<file path="src/rtl/i2c_master_seq.sv">
// i2c_master_seq: byte-level I2C master sequencer (START, addr+R/W, N data bytes, STOP)
// Ports:
//   pclk, presetn          clock, asynchronous active-low reset
//   config_reg             [7:1] slave address, [0] R/W (1 = read)
//   control_reg            [0] en, [1] go (rising edge starts), [7:4] byte count N
//   tx_data/tx_empty/tx_rd TX FIFO head, empty flag, one-cycle pop
//   rx_full/rx_data/rx_wr  RX FIFO full flag, pushed byte, one-cycle push
//   sda_in                 synchronised SDA level
//   sda_oe/scl_oe          1 = pull line low
//   busy/done/nack         status: in progress, STOP-complete pulse, sticky slave NACK
module i2c_master_seq #(
   parameter int DATA_SIZE = 8,
   parameter int QDIV      = 250
) (
   input  logic                 pclk,
   input  logic                 presetn,
   input  logic [DATA_SIZE-1:0] config_reg,
   input  logic [DATA_SIZE-1:0] control_reg,
   input  logic [DATA_SIZE-1:0] tx_data,
   input  logic                 tx_empty,
   output logic                 tx_rd,
   input  logic                 rx_full,
   output logic [DATA_SIZE-1:0] rx_data,
   output logic                 rx_wr,
   input  logic                 sda_in,
   output logic                 sda_oe,
   output logic                 scl_oe,
   output logic                 busy,
   output logic                 done,
   output logic                 nack
);
   localparam int QW = $clog2(QDIV);
   typedef enum logic [3:0] {IDLE, START, ADDR, AACK, WLOAD, WR, WACK, RD, RPUSH, MACK, STOP} state_t;
   state_t state, state_nx;
   logic [QW-1:0] qcnt;
   logic [1:0] phase;
   logic [2:0] bit_cnt;
   logic [3:0] byte_cnt, n;
   logic [DATA_SIZE-1:0] shreg;
   logic rw, samp, go_d, en, timed, qend, bit_end, samp_pt, accept, unused;
   assign unused = &control_reg[3:2];
   assign en = control_reg[0];
   // stall states and IDLE freeze the quarter counter
   assign timed = !(state == IDLE || state == WLOAD || state == RPUSH);
   assign qend = qcnt == QW'(QDIV - 1);
   assign bit_end = timed && qend && phase == 2'd3;
   assign samp_pt = timed && qend && phase == 2'd2;
   assign accept = state == IDLE && en && control_reg[1] && !go_d;
   assign busy = state != IDLE;
   assign rx_data = rx_wr ? shreg : '0;
   assign scl_oe = state == WLOAD || state == RPUSH ||
                   (state == START ? phase == 2'd3 : state == STOP ? phase == 2'd0 : timed && !phase[1]);
   assign sda_oe = state == START ? phase[1] : state == STOP ? !phase[1] :
                   (state == ADDR || state == WR) ? !shreg[DATA_SIZE-1] : state == MACK && byte_cnt != n;
   always_comb begin
      state_nx = state;
      tx_rd = 1'b0;
      rx_wr = 1'b0;
      unique case (state)
         IDLE:  if (accept) state_nx = START;
         START: if (bit_end) state_nx = ADDR;
         ADDR, WR, RD: if (bit_end && bit_cnt == 3'd7) state_nx = state == ADDR ? AACK : state == WR ? WACK : RPUSH;
         AACK:  if (bit_end) state_nx = (samp || n == 4'd0) ? STOP : rw ? RD : WLOAD;
         WLOAD: if (!en) state_nx = STOP;
                else if (!tx_empty) begin
                   tx_rd = 1'b1;
                   state_nx = WR;
                end
         WACK:  if (bit_end) state_nx = (samp || byte_cnt + 4'd1 == n) ? STOP : WLOAD;
         RPUSH: if (!en) state_nx = STOP;
                else if (!rx_full) begin
                   rx_wr = 1'b1;
                   state_nx = MACK;
                end
         MACK:  if (bit_end) state_nx = byte_cnt == n ? STOP : RD;
         STOP:  if (bit_end) state_nx = IDLE;
         default: state_nx = IDLE;
      endcase
      // en dropped: let the current bit finish, then close the bus
      if (bit_end && !en && state != STOP) state_nx = STOP;
   end
   always_ff @(posedge pclk or negedge presetn) begin
      if (!presetn) begin
         state <= IDLE;
         qcnt <= '0;
         phase <= '0;
         bit_cnt <= '0;
         byte_cnt <= '0;
         n <= '0;
         rw <= 1'b0;
         shreg <= '0;
         samp <= 1'b0;
         go_d <= 1'b0;
         nack <= 1'b0;
         done <= 1'b0;
      end else begin
         state <= state_nx;
         go_d <= control_reg[1];
         done <= state == STOP && bit_end;
         if (timed) begin
            qcnt <= qend ? '0 : qcnt + 1'b1;
            if (qend) phase <= phase + 2'd1;
         end
         if (samp_pt) samp <= sda_in;
         if (samp_pt && state == RD) shreg <= {shreg[DATA_SIZE-2:0], sda_in};
         if (bit_end && (state == ADDR || state == WR)) shreg <= {shreg[DATA_SIZE-2:0], 1'b0};
         if (bit_end && (state == ADDR || state == WR || state == RD)) bit_cnt <= bit_cnt + 3'd1;
         if (bit_end && (state == AACK || state == WACK) && samp) nack <= 1'b1;
         if ((bit_end && state == WACK) || rx_wr) byte_cnt <= byte_cnt + 4'd1;
         if (tx_rd) shreg <= tx_data;
         if (accept) begin
            shreg <= config_reg;
            rw <= config_reg[0];
            n <= control_reg[7:4];
            nack <= 1'b0;
            byte_cnt <= '0;
            bit_cnt <= '0;
            qcnt <= '0;
            phase <= '0;
         end
      end
   end
endmodule
</file>
<file path="config.mk">
export PLATFORM = sky130hd
export DESIGN_NAME = i2c_master_seq
export DESIGN_NICKNAME = d
export VERILOG_FILES = /design/src/rtl/i2c_master_seq.sv
export SDC_FILE = /design/constraint.sdc
export NUM_CORES = 1
export LEC_CHECK = 0
export ABC_AREA = 1
export ABC_CLOCK_PERIOD_IN_PS = 2100
export BUFFER_PORTS_ARGS = -buffer_cell sky130_fd_sc_hd__buf_2
export CORE_MARGIN = 1.5
export CORE_UTILIZATION = 30
export CTS_CLUSTER_DIAMETER = 60
export DETAILED_ROUTE_END_ITERATION = 8
export PLACE_DENSITY = 0.57
export REMOVE_ABC_BUFFERS = 1
export SYNTH_ARGS = -nofsm -noshare
export SYNTH_HDL_FRONTEND = slang
export SYNTH_SLANG_ARGS = --single-unit
</file>
<file path="constraint.sdc">
create_clock -name pclk -period 2.1 [get_ports pclk]
set_input_delay 0.42 -clock pclk [delete_from_list [all_inputs] [get_ports pclk]]
set_output_delay 0.42 -clock pclk [all_outputs]
set_load 0.005 [all_outputs]
</file>
After elaboration in Yosys (flattened, before gate mapping) --
Cells that the tools add are included.
Word-level totals: flip-flop bits (word level) 38, bits of input ports 29, output and inout bits 15, logic and storage cells 136
Cells by class: add/subtract/negate cells 4, equal/unequal tests 28, mux-type cells 47, reductions and logical operators 45
Operator list (number):
- 4-bit 2-to-1 mux | 19
- 8-bit 2-to-1 mux | 8
- 4-bit case mux with 9 select lines | 1
- 1-bit logical AND | 18
- 4-bit by 3-bit equality test with 1-bit output (second input constant) | 4
- 1-bit 2-to-1 mux | 13
- 4-bit equality test (second input constant) | 3
- 3-bit by 2-bit != test with 1-bit output (second input constant) | 4
- 1-bit logical OR | 10
- 3-bit != test (second input constant) | 3
- 9-bit AND reduction | 1
- 8-bit by 1-bit adder with 8-bit output (second input constant) | 1
- 4-bit by 2-bit equality test with 1-bit output (second input constant) | 2
- 4-bit equality test | 2
- 8-bit equality test (second input constant) | 1
- 4-bit zero test | 2
- 2-bit 2-to-1 mux | 4
- 4-bit by 3-bit != test with 1-bit output (second input constant) | 2
- 2-bit nonzero test | 4
- 4-bit nonzero test | 2
- 3-bit 2-to-1 mux | 2
- 1-bit zero test | 5
- 4-bit by 1-bit adder with 4-bit output (second input constant) | 1
- 2-bit equality test (second input constant) | 2
- other kinds (10) | 10

Longest topological paths before layout --
Gate-level depths: netlist (run 1).
depth in word-level cells 11, depth in mapped cells 13, depth with buffers taken out 13

Worst setup path before layout (run 1) --
Ideal clock, no wire load.
path kind flip-flop to output port, from register state[2], to output rx_data[0], data arrival time 1.240 ns, data required time 1.680 ns, slack 0.440 ns, stages on the path, launching flop included 8, path buffers 1, cells stage by stage dfrtp_1 inv_2 nand2_1 nor2_4 nand2_1 or2_1 buf_6 nor2_1
Between the ends: cells in the longest elaborated chain, start to end 3
RTL lines:
- start: declaration | line 34 | state_t state, state_nx;
- start signal: assignment | line 97 | state <= state_nx;
- 4-bit equality test | line 59 | unique case (state)
- 1-bit 2-to-1 mux | line 59
- 8-bit 2-to-1 mux | line 50 | assign rx_data = rx_wr ? shreg : '0;
- end: declaration | line 23 | output logic [DATA_SIZE-1:0] rx_data,
Every way passes these cells.

Worst setup path in the final report (run 1) --
from register state[0], to output rx_data[1]
The elaborated chain is that of the path after synthesis.

==> impl_metrics.yaml, run 1 <==
run_status:
  status: "finished clean"
worst_setup_path:
  path_cells: "inv_4 -> nand2_4 -> nor2_4 -> nand2_2 -> or2_4 -> nor2_2 -> buf_2"
  reg2reg_from: "state[2]"
  critPathSlowestCell: "dfrtp_2"
  criticalPathCategory: "reg -> out"
  critPathMaxFanout: 6
  start_kind: "register"
  crit_required_ps: 1680
  critPathLaunch: "state[0]"
  critPathMaxStageDelay_ps: 480
  worstPathArrival_ps: 1630
  end_kind: "output pin"
timing:
  skew_ps: 8.149
  maxSlewHeadroom: 0.7985
  hold_slack_ps: 73.07
  rsz0062_at_grt: "true"
  fin_crit_sh: 0.9774
  worstMarginPinSlew_ps: 301.2
  hold_violations: 0
  period_minus_slack_ps: 2053
  maxSlewViolCount: 0
  finalSetupTns_ps: 0
  timing.fmax_mhz: 487.2
  setup_viol: 0
logic_synthesis:
  synth_area_per_cell_um2: 7.364
  synth_ff_type: "dfrtp_1"
  yosysWarningCount: 0
  synth_area_mm2: 0.002703
  synth_seq_cells: 38
  syn_inst: 367
  yosysSeqAreaShare: 0.3519
  synth-edff-count: 0
  async_flop_share: 1.000
  synth.distinct_cells: 38
pwr:
  peakVddDrop_uv: 411.2
  pwr_density_cell_mw_per_mm2: 1259
  power_uw: 4052
  leakagePower_uw: 0.001701
floorplanning:
  fp.dieH_um: 97.92
  die_x_um: 97.92
  num_rows: 34
  pin_count: 44
  initial_core_util: 0.3099
  die_area_mm2: 0.009587
  core_mm2: 0.008721
finish:
  n_antenna_cell: 0
  fin_util: 0.3692
  nNetsFinal: 455
  syn2layout_area_growth_pct: 19.12
  finalInstanceArea_mm2: 0.003219
  layout-drive-gt1-share: 0.2936
clocking:
  path_clk_slew_ps: 80
  cts_tree: "yes"
  clkSinkCount: 38
  cts_max_level: 2
  numCtsBuffers: 5
  ctsHoldBuffers: 0
  clock_latency_ps: 300
  cts_root_buf: "clkbuf_8"
  cts_buffer_depth: 2
route:
  vias_per_cell: 4.679
  drtAntennaViolNets: 0
  met3_length_um: 185
  drt-initial-drc-count: 106
  wl_per_cell_um: 11.78
  vias: 2466
  dr_wl_met2_mm: 2.978
  met1_length_mm: 2.905
  routed_wl_mm: 6.208
  first_pass_iters: 4
  highest_layer: "met4"
  drc: 0
grt:
  grt_pass1_vias: 2349
  track_usage: 0.1363
  grt_pass1_wl_mm: 10.70
  overflow: 0
  grt_max_degree: 39
  antenna_found_initial: 0
placement:
  dp_hpwl_mm: 4.840
  port_buffers: 41
  dpl_cell_area_mm2: 0.003023
  gp_congestion: 0.9108
min_path:
  hp-class: "in -> async"
run:
  drv_cap: 0
cells in the mapped netlist (all sizes together) (3+ instances only):
master / instances / area share
a21oi: 14 / 0.029
buf: 7 / 0.026
dfrtp: 38 / 0.35
ha: 8 / 0.037
inv: 55 / 0.077
nand2: 105 / 0.17
nand3: 26 / 0.058
nand4: 7 / 0.016
nor2: 59 / 0.12
nor3: 5 / 0.011
o211ai: 8 / 0.022
o21ai: 22 / 0.045
xnor2: 3 / 0.0097
layout by cell type (no fill, tap or decap), types with 3 or more instances in the layout:
cell type  synthesis  routed
buf_2              2      41
buf_4              0       8
nand4_1            7       7
o211ai_1           8       8
nand2_1           91      88
nand3_2            3       3
inv_2              8       8
nor2_1            46      39
nor3_1             4       4
xnor2_1            3       3
nor2_2             4      10
dfrtp_1           38      35
a21oi_1           12      12
nand2_2           10      12
dfrtp_2            0       3
o21ai_2            3       4
o21ai_0           13      12
nand3_1           22      22
inv_1             46      45
o21ai_1            6       6
ha_1               8       8
clkbuf_8           0       5
nand2_4            4       5
nor2_4             7       8
where the power goes:
group | switching (µW) | internal (µW)
logic | 1300 | 808
clock network | 272 | 354
registers | 280 | 1030
total | 1860 | 2200
kinds of logic (layout without fill, tap and decap cells):
logic type                 after synthesis  count (layout)  share of synthesized area
DFF                                     38              38                     0.3519
muxes                                    1               1                   0.003704
adders and majority gates                8               8                    0.03704
AOI/OAI and AO/OA                       50              50                     0.1153
buffers and inverters                   62             113                     0.1032
and+or+nand+nor                        204             205                     0.3759
xor gates and xnor gates                 4               4                    0.01297
stage by stage:
stage                     instances  setup slack (ps)
final                           527             47.40
after global routing            527            -58.52
after CTS                       523            0.5731
after detailed placement        514             185.0
after global placement          514             197.6
after floorplan                 360             421.4
worst max-delay path: cells and delay by family, from the launching register on:
kind | cells | cell delay (ps)
buffers and inverters | 2 | 210
and+or+nand+nor | 5 | 640
DFF | 1 | 480
layout make-up:
cell class / count / area, µm²
Fill cell: 943 / 5502
Clock inverter: 2 / 37.54
Multi-Input combinational cell: 268 / 1523
Sequential cell: 38 / 954.7
Tap cell: 108 / 135.1
Clock buffer: 6 / 72.57
Inverter: 55 / 211.5
Timing Repair Buffer: 50 / 285.3
what timing repair did:
item	CTS	global route
endpoints found under the setup margin	10	12
setup buffers	1	3
resized for setup	2	19
pin swaps	0	4
cloned	0	1
sequential cells by signal, summed over array words and instances (netlist names):
signal,cells
n,4
byte_cnt,4
state,4
shreg,8
done,1
phase,2
nack,1
samp,1
go_d,1
bit_cnt,3
rw,1
qcnt,8
final timing paths:
path                       slack [ps]  cells after the start          to
min in group pclk                 260                      1        go_d
hold / removal                     70                      2        n[3]
max in group asynchronous        1820                      2    state[1]
setup reg to reg                  290                     11     qcnt[4]
hold reg to reg                   490                      1  bit_cnt[0]
setup / recovery                   50                      7  rx_data[1]
layer usage:
metal | GRT usage | vias to the layer above
met5 | 0 | -
met4 | 0.06044 | 0
met3 | 0.02219 | 8
met2 | 0.2233 | 44
met1 | 0.1767 | 1142
li1 | - | 1272
(Power assumes the default switching activity.)
==> inputs of run 2 (changes only) <==
--- a/config.mk
+++ b/config.mk
@@ -9,3 +9,3 @@
 export ABC_CLOCK_PERIOD_IN_PS = 2100
-export BUFFER_PORTS_ARGS = -buffer_cell sky130_fd_sc_hd__buf_2
+export BUFFER_PORTS_ARGS = -buffer_cell sky130_fd_sc_hd__clkbuf_2
 export CORE_MARGIN = 1.5
@@ -13,2 +13,3 @@
 export CTS_CLUSTER_DIAMETER = 60
+export CTS_CLUSTER_SIZE = 40
 export DETAILED_ROUTE_END_ITERATION = 8
--- a/constraint.sdc
+++ b/constraint.sdc
@@ -3,2 +3,2 @@
 set_output_delay 0.42 -clock pclk [all_outputs]
-set_load 0.005 [all_outputs]
+set_load 0.1 [all_outputs]
==> run 2 against run 1 <==
Via count did not move. Critical endpoint is now scl_oe. Critical path depth shrank 2. Final area rose by 11%. Final cell count grew 2.3%. Highest routed layer unchanged. Count of clock-buffer cells in the layout stayed put. The run now ends with setup timing left.
==> impl_metrics.yaml, run 2 (synthesis gave the netlist of run 1 again) <==
floorplanning:
  pin_count: 44
  core_mm2: 0.008721
  die_area_mm2: 0.009587
  fp.dieH_um: 97.92
  initial_core_util: 0.3099
  num_rows: 34
  die_x_um: 97.92
timing:
  period_minus_slack_ps: 2112
  fin_crit_sh: 1.006
  setup_viol: 1
  fin_ws_ps: -12.41
  maxSlewHeadroom: 0.5807
  hold_violations: 0
  skew_ps: 6.320
  maxSlewViolCount: 0
  timing.fmax_mhz: 473.4
  worstMarginPinSlew_ps: 628.9
  hold_slack_ps: 133.5
  rsz0062_at_grt: "true"
grt:
  grt_pass1_vias: 2553
  antenna_found_initial: 0
  grt_max_degree: 25
  track_usage: 0.1413
  grt_pass1_wl_mm: 11.25
  overflow: 0
clocking:
  clkSinkCount: 38
  cts_max_level: 2
  ctsHoldBuffers: 0
  cts_tree: "yes"
  clock_latency_ps: 290
  cts_buffer_depth: 2
  numCtsBuffers: 5
  cts_root_buf: "clkbuf_8"
  path_clk_slew_ps: 80
route:
  vias: 2466
  drc: 0
  first_pass_iters: 4
  drtAntennaViolNets: 0
  drt-initial-drc-count: 139
  routed_wl_mm: 6.542
  vias_per_cell: 4.575
  wl_per_cell_um: 12.14
worst_setup_path:
  criticalPathCategory: "reg -> out"
  critPathSlowestCell: "dfrtp_2"
  end_kind: "output pin"
  critPathMaxFanout: 5
  path_cells: "buf_4 -> nor2_4 -> nand2_4 -> o211ai_1 -> clkbuf_16"
  critPathMaxStageDelay_ps: 460
  crit_required_ps: 1680
  worstPathArrival_ps: 1690
  start_kind: "register"
placement:
  dp_cells: 521
  dp_slack_ps: 74.91
  port_buffers: 41
  dp_hpwl_mm: 4.928
  gp_congestion: 0.9473
finish:
  n_antenna_cell: 0
  fillers: 914
  syn2layout_area_growth_pct: 31.90
  fin_cells: 539
  layout-drive-gt1-share: 0.3527
  ff_latch_area_um2: 952.2
  layout_common_cells: "nand2_1 (82), inv_1 (40), dfrtp_1 (37)"
  fin_util: 0.4088
  nNetsFinal: 467
  multi_input_area_mm2: 0.001627
  final_common_cell: "nand2_1"
  largestRegisters: "qcnt: 8 flops, shreg: 8 flops"
min_path:
  hp-class: "in -> async"
run_status:
  status: "complete, but fails checks"
  violations: "setup timing"
run:
  drv_cap: 0
pwr:
  combPwrFrac: 0.638
  p_sw_uw: 2537
  p_int_uw: 2400
  pwr-share-clk: 0.104
  peakVddDrop_uv: 670.9
  pwr_density_cell_mw_per_mm2: 1385
  p_seq_frac: 0.258
  switching_share: 0.5139
  leakagePower_uw: 0.001808
-- run 2: changes by cell type in the layout (fill, tap and decap cells not counted), moves of 6 or more --
cell,previous run,this run
nand2_1,88,82
clkbuf_2,0,28
nor2_4,8,17
inv_2,8,14
buf_2,41,1
buf_12,1,11
buf_4,8,19
-- run 2: final timing paths --
kind                                startpoint          to  slack (ps)  cells past startpoint
worst max-delay path                  state[3]      scl_oe         -10                      5
worst min-delay path                   presetn     qcnt[7]         130                      1
worst max register to register        state[3]     qcnt[4]         300                     11
worst min register to register      bit_cnt[0]  bit_cnt[0]         490                      1
max in group asynchronous              presetn    shreg[7]        1410                      2
min in group pclk               control_reg[1]        go_d         270                      1
-- run 2: stage by stage --
step	TNS, ps	power, µW	area [µm²]
CTS	-34.72	4748	3460
finish	-12.41	4937	3565
floorplan	-10670	3297	2633
detailed placement	0	4081	3243
global placement	0	4032	3243
global route	-700.2	5370	3565
-- run 2: layout make-up --
type	instances	share of cell area
clock buffer	6	0.02036
clock inverter	2	0.003861
inverter	55	0.05862
multi-input combinational	268	0.4563
sequential	38	0.2671
tap	108	0.03791
timing repair buffer	62	0.1558
-- run 2: critical path, delay by kind of cell, from the launching register on --
family / cells / cell delay [ps]
AND/OR/NAND/NOR: 2 / 210
flip-flops: 1 / 460
buffers and inverters: 2 / 430
AO/OA/AOI/OAI: 1 / 290
-- run 2: routing by layer --
layer	GRT usage	vias up	wire length [µm]
li1	-	1294	-
met1	0.1817	1116	3020
met2	0.2435	52	3195
met3	0.02362	4	263
met4	0.04066	0	63
met5	0	-	0
-- run 2: what timing repair did --
item,CTS,global route
resized for setup,32,23
cloned,1,0
hold endpoints to repair,0,0
pin swaps,3,9
setup buffers,4,5
setup endpoints to repair,12,11
-- run 2: power groups by stage --
stage	sequential, µW	combinational (µW)	clock [µW]
after floorplan	1310	1990	0
after global placement	1270	2770	0
after global routing	1320	3490	561
after CTS	1270	2950	535
after detailed placement	1280	2810	0
final	1270	3150	513
